File: config.mk
export PLATFORM = sky130hd
export DESIGN_NAME = dmem_port_arbiter
export DESIGN_NICKNAME = d
export VERILOG_FILES = /design/src/rtl/dmem_port_arbiter.sv
export SDC_FILE = /design/constraint.sdc
export NUM_CORES = 1
export LEC_CHECK = 0
export ABC_AREA = 1
export CORE_AREA = 10 10 87 89
export DETAILED_ROUTE_END_ITERATION = 12
export DIE_AREA = 0 0 97 99
export DONT_BUFFER_PORTS = 1
export HOLD_SLACK_MARGIN = 0.1
export PLACE_DENSITY = 0.4
export SLEW_MARGIN = 40
export SYNTH_ARGS = -nofsm -noshare
export SYNTH_HDL_FRONTEND = slang
export SYNTH_SLANG_ARGS = --single-unit
export TNS_END_PERCENT = 30
File: constraint.sdc
create_clock -name clk -period 4.1 [get_ports clk]
set_input_delay 0.82 -clock clk [delete_from_list [all_inputs] [get_ports clk]]
set_output_delay 0.82 -clock clk [all_outputs]
set_load 0.01 [all_outputs]
File: src/rtl/dmem_port_arbiter.sv
// Data-memory port arbiter: shares one memory request/response channel
// between the committed-store drain and the speculative load path.
// Store priority with load anti-starvation, grant locking under
// backpressure, single outstanding load tracking with flush discard,
// and kseg0/kseg1 unmapped address translation.
module dmem_port_arbiter #(
   parameter int STARVE_LIMIT = 4,
   parameter int ADDR_W       = 32
) (
   input  logic              clk,
   input  logic              rst,
   input  logic              flush,
   input  logic              st_valid,
   output logic              st_ready,
   input  logic [ADDR_W-1:0] st_addr,
   input  logic [31:0]       st_data,
   input  logic [3:0]        st_strobe,
   input  logic              ld_valid,
   output logic              ld_ready,
   input  logic [ADDR_W-1:0] ld_addr,
   output logic              ld_resp_valid,
   output logic [31:0]       ld_resp_data,
   output logic              mem_req_valid,
   input  logic              mem_req_ready,
   output logic [ADDR_W-1:0] mem_req_addr,
   output logic [31:0]       mem_req_data,
   output logic [3:0]        mem_req_strobe,
   output logic              mem_req_wen,
   input  logic              mem_resp_valid,
   output logic              mem_resp_ready,
   input  logic [31:0]       mem_resp_data,
   output logic              busy
);

   localparam int CNT_W = $clog2(STARVE_LIMIT + 1);
   localparam logic [CNT_W-1:0] CNT_MAX = CNT_W'(STARVE_LIMIT);

   typedef enum logic [1:0] {
      IDLE    = 2'd0,
      LD_WAIT = 2'd1,
      LD_DROP = 2'd2
   } state_t;

   typedef enum logic [1:0] {
      LOCK_NONE = 2'd0,
      LOCK_ST   = 2'd1,
      LOCK_LD   = 2'd2
   } lock_t;

   state_t           state, state_nxt;
   lock_t            lock, lock_nxt;
   logic [CNT_W-1:0] starve_cnt, starve_nxt;

   logic              ld_eff;
   logic              grant_st, grant_ld;
   logic              hs_st, hs_ld;
   logic [ADDR_W-1:0] grant_vaddr;

   // kseg0 (0x8..0x9) and kseg1 (0xA..0xB) both map to physical 0x0..0x1FFF_FFFF;
   // both regions share top bits 2'b10, and the subtraction simply clears the top 3 bits.
   function automatic logic [ADDR_W-1:0] translate(input logic [ADDR_W-1:0] va);
      logic [ADDR_W-1:0] pa;
      pa = va;
      if (va[ADDR_W-1 -: 2] == 2'b10) pa[ADDR_W-1 -: 3] = 3'b000;
      return pa;
   endfunction

   assign ld_eff = ld_valid && !flush;
   assign hs_st  = grant_st && mem_req_ready;
   assign hs_ld  = grant_ld && mem_req_ready;

   // Grant selection: only in IDLE; a held lock overrides priority, a flushed locked load is dropped.
   always_comb begin
      // NOTE: every signal written in a combinational block gets a default first so no latch is inferred.
      grant_st = 1'b0;
      grant_ld = 1'b0;
      if (!rst && state == IDLE) begin
         case (lock)
            LOCK_ST: grant_st = 1'b1;
            LOCK_LD: grant_ld = !flush;
            default: begin
               if (st_valid && !(ld_eff && starve_cnt == CNT_MAX)) grant_st = 1'b1;
               else if (ld_eff)                                    grant_ld = 1'b1;
            end
         endcase
      end
   end

   // State, lock and starvation counter registers with synchronous reset.
   always_ff @(posedge clk) begin
      // NOTE: sequential state uses non-blocking assignments so every register samples pre-edge values.
      if (rst) begin
         state      <= IDLE;
         lock       <= LOCK_NONE;
         starve_cnt <= '0;
      end else begin
         state      <= state_nxt;
         lock       <= lock_nxt;
         starve_cnt <= starve_nxt;
      end
   end

   // Next-state logic for the outstanding-load tracker.
   always_comb begin
      state_nxt = state;
      case (state)
         IDLE:    if (hs_ld) state_nxt = LD_WAIT;
         LD_WAIT: begin
            if (mem_resp_valid) state_nxt = IDLE;
            else if (flush)     state_nxt = LD_DROP;
         end
         LD_DROP: if (mem_resp_valid) state_nxt = IDLE;
         default: state_nxt = IDLE;
      endcase
   end

   // Lock bookkeeping: hold an un-accepted grant, release on handshake or on flush of a locked load.
   always_comb begin
      lock_nxt = lock;
      if (state == IDLE) begin
         if (lock == LOCK_LD && flush) lock_nxt = LOCK_NONE;
         else if (hs_st || hs_ld)      lock_nxt = LOCK_NONE;
         else if (grant_st)            lock_nxt = LOCK_ST;
         else if (grant_ld)            lock_nxt = LOCK_LD;
      end
   end

   // Starvation counter: counts IDLE cycles a live load loses to a store, saturating at the limit.
   always_comb begin
      starve_nxt = starve_cnt;
      if (!ld_valid || flush || hs_ld)
         starve_nxt = '0;
      else if (state == IDLE && grant_st && starve_cnt != CNT_MAX)
         starve_nxt = starve_cnt + CNT_W'(1);
   end

   // Output decode: request mux from the granted requester, response gating by state and flush.
   always_comb begin
      grant_vaddr    = grant_ld ? ld_addr : st_addr;
      mem_req_valid  = grant_st || grant_ld;
      mem_req_addr   = mem_req_valid ? translate(grant_vaddr) : '0;
      mem_req_data   = grant_st ? st_data : 32'h0;
      mem_req_strobe = grant_st ? st_strobe : 4'h0;
      mem_req_wen    = grant_st;
      st_ready       = hs_st;
      ld_ready       = hs_ld;
      mem_resp_ready = !rst && (state != IDLE);
      ld_resp_valid  = !rst && (state == LD_WAIT) && mem_resp_valid && !flush;
      ld_resp_data   = ld_resp_valid ? mem_resp_data : 32'h0;
      busy           = !rst && (state != IDLE || lock != LOCK_NONE);
   end

endmodule

==> results.cfg <==
[outcome]
outcome = finished clean

[drt]
routed.top_layer = met4
met3WireLength_um = 1080
ant_nets = 0
wl_met2_um = 3940
drt_iter0_markers = 77
wl_per_cell_um = 18.7
routed_wl_um = 7550
drcViolationCount = 0
routed_via_density = 4.75
vias = 1919
drt_first_pass_iters = 4
met1_length_um = 2460

[floorplanning]
placementRows = 28
io-pin-count = 246
die_area_um2 = 9600
start_util_pct = 27.7
die_h_um = 99
core_region_area_um2 = 5850
dieWidth_um = 97

[worst_setup_path]
critPathKind = input pin to output pin
endpoint_kind = output pin
r2r_slack_ns = 1.98
cp_data_required_time_ns = 3.28
r2r-start = lock[1]$_SDFFE_PP0P_
timing.rr.end = starve_cnt[0]$_SDFFE_PP0P_
ff2ff_path_depth = 9
arrival_ns = 2.23
path_max_fanout = 36
worstSetupStartpointType = input pin

[cts]
cts_buffers = 3
clockRootBuffer = clkbuf_8
htree_levels = 1
clkSinkCount = 7
post_cts_resized = 0
cts_tree = yes
ctsHoldBuffers = 0
clock_path_buffers = 2
clk_pin_slew_ns = 0.04
clk_latency_ns = 0.22
cts_setup_buffers = 0

[grt]
grt.overflow.total = 0
grt_pass1_wl_um = 11400
grt_max_degree = 40
grt_use_total_pct = 14.0
antenna_found_initial = 0
grt_pass1_vias = 2048

[synthesis]
ys.flop_type = dfxtp_1
yosys-top-cells-area = inv_1, nand2_1, nor2_1
synth_cells = 340
synth_fp_nets = 484
netlist.area_leader.share_pct = 20.1
netlist_area_um2 = 1620
yosys.area.top_type = inv_1
yosysWarnings = 0
ys_seq_elements = 7
yosysSeqAreaShare_pct = 8.64
synthMostInstantiatedCell = inv_1
synthTopCellsByCount = inv_1, nand2_1, nor2_1
synth-edff-count = 0
async_flop_share_pct = 0
synth.avg_cell_area_um2 = 4.77
yosys.cell_types.count = 23

[place]
port-buffer-count = 0
gp_congestion = 0.807
dpl.hpwl_um = 6730
placed_cell_area_um2 = 1600

[timing]
fin_crit_sh_pct = 74.3
slew_headroom_pct = 62.9
finalSetupTns_ns = 0
clock_skew_ns = 0.000367
rsz0062_at_grt = no
finalSetupViolations = 0
finalHoldViolCount = 0
fmax_mhz = 328
maxSlewViolCount = 0
worst_pin_slew_ns = 0.556
fin_crit_ns = 3.05

[finish]
fin_area_um2 = 1650
diodes = 0
nets = 474
fillCellCount = 685
syn2layout_area_growth_pct = 1.54
seq_area_um2 = 140
layout-drive-gt1-share_pct = 7.29
multi_input_area_um2 = 1010

[worst_hold_path]
whs_path_depth = 2
min_from = lock[0]$_SDFFE_PP0P_
hold_end = lock[0]$_SDFFE_PP0P_
hp-class = flop to flop

[pwr]
peakVddDrop_v = 0.000141
leakage_nw = 1.09
powerDensity_nw_per_um2 = 202

[flow_run]
max_cap_violations = 0
cell type report:
cell class | instances | share of cell area (%)
Timing Repair Buffer | 1 | 0.456
Tap cell | 75 | 5.69
Sequential cell | 7 | 8.50
Inverter | 94 | 21.6
Clock buffer | 4 | 2.73
Multi-Input combinational cell | 223 | 61.0
power breakdown:
part,total (mW),switching (mW),internal (mW)
Clock,0.0949,0.0278,0.0671
Sequential,0.0716,0.00147,0.0701
Combinational,0.166,0.128,0.0386
registers in the layout, summed over array words and instances (netlist names):
register	count
lock	2
state	2
starve_cnt	3
logic make-up after synthesis:
group	count (synthesis)	share of synthesized area, %
xor+xnor	2	1.08
compound gates	8	2.70
flops	7	8.64
buf+inv	110	29.4
fa+ha+maj	5	3.86
simple gates	208	54.4
how the worst max path moves through the flow:
stage                     slack, ns                to  cells past startpoint                  from
after floorplan                1.54  mem_req_addr[31]                      9              ld_valid
after CTS                      1.02  mem_req_addr[29]                     10              ld_valid
after global placement         1.06  mem_req_addr[31]                      9              ld_valid
after detailed placement       1.03  mem_req_addr[29]                     10              ld_valid
final                          1.05  mem_req_addr[29]                     10              ld_valid
after global routing           0.83  mem_req_addr[29]                     10  lock[0]$_SDFFE_PP0P_
through the flow:
stage                     setup WS [ns]  total power, mW  util, %  std cells  hold slack [ns]
after floorplan                    1.54            0.226        -        340            0.468
after global placement             1.06            0.244     27.4        400            0.498
after detailed placement           1.03            0.243     27.4        400            0.496
after CTS                          1.02            0.340     28.2        404            0.501
after global routing              0.832            0.365     28.2        404            0.538
final                              1.05            0.333     28.2        404            0.497
worst max-delay path, cell delays in order:
cell	delay, ns
inv_1	0.02
nor2_2	0.12
o21ai_1	0.10
nand2_2	0.10
nand3_4	0.32
inv_4	0.40
nand2_1	0.09
nand2_1	0.08
nand2_1	0.05
inv_1	0.10
placed cells by master (no fill, tap or decap), types with 3 or more instances in the layout:
cell,netlist,routed
inv_1,87,86
nand2_1,79,79
nor2_1,77,77
nand3_1,36,36
inv_2,6,7
dfxtp_1,7,7
nand2_2,6,6
ha_1,5,5
nand4_1,4,4
a21oi_1,4,4
nor2_2,3,3
clkbuf_8,0,3
layer usage:
| layer | GRT usage [%] | vias to the layer above |
|---|---|---|
| met5 | 0 | - |
| met4 | 2.72 | 0 |
| met3 | 6.56 | 7 |
| met2 | 26.8 | 155 |
| met1 | 13.5 | 811 |
| li1 | - | 946 |
Power figures use the tool's default switching activity.
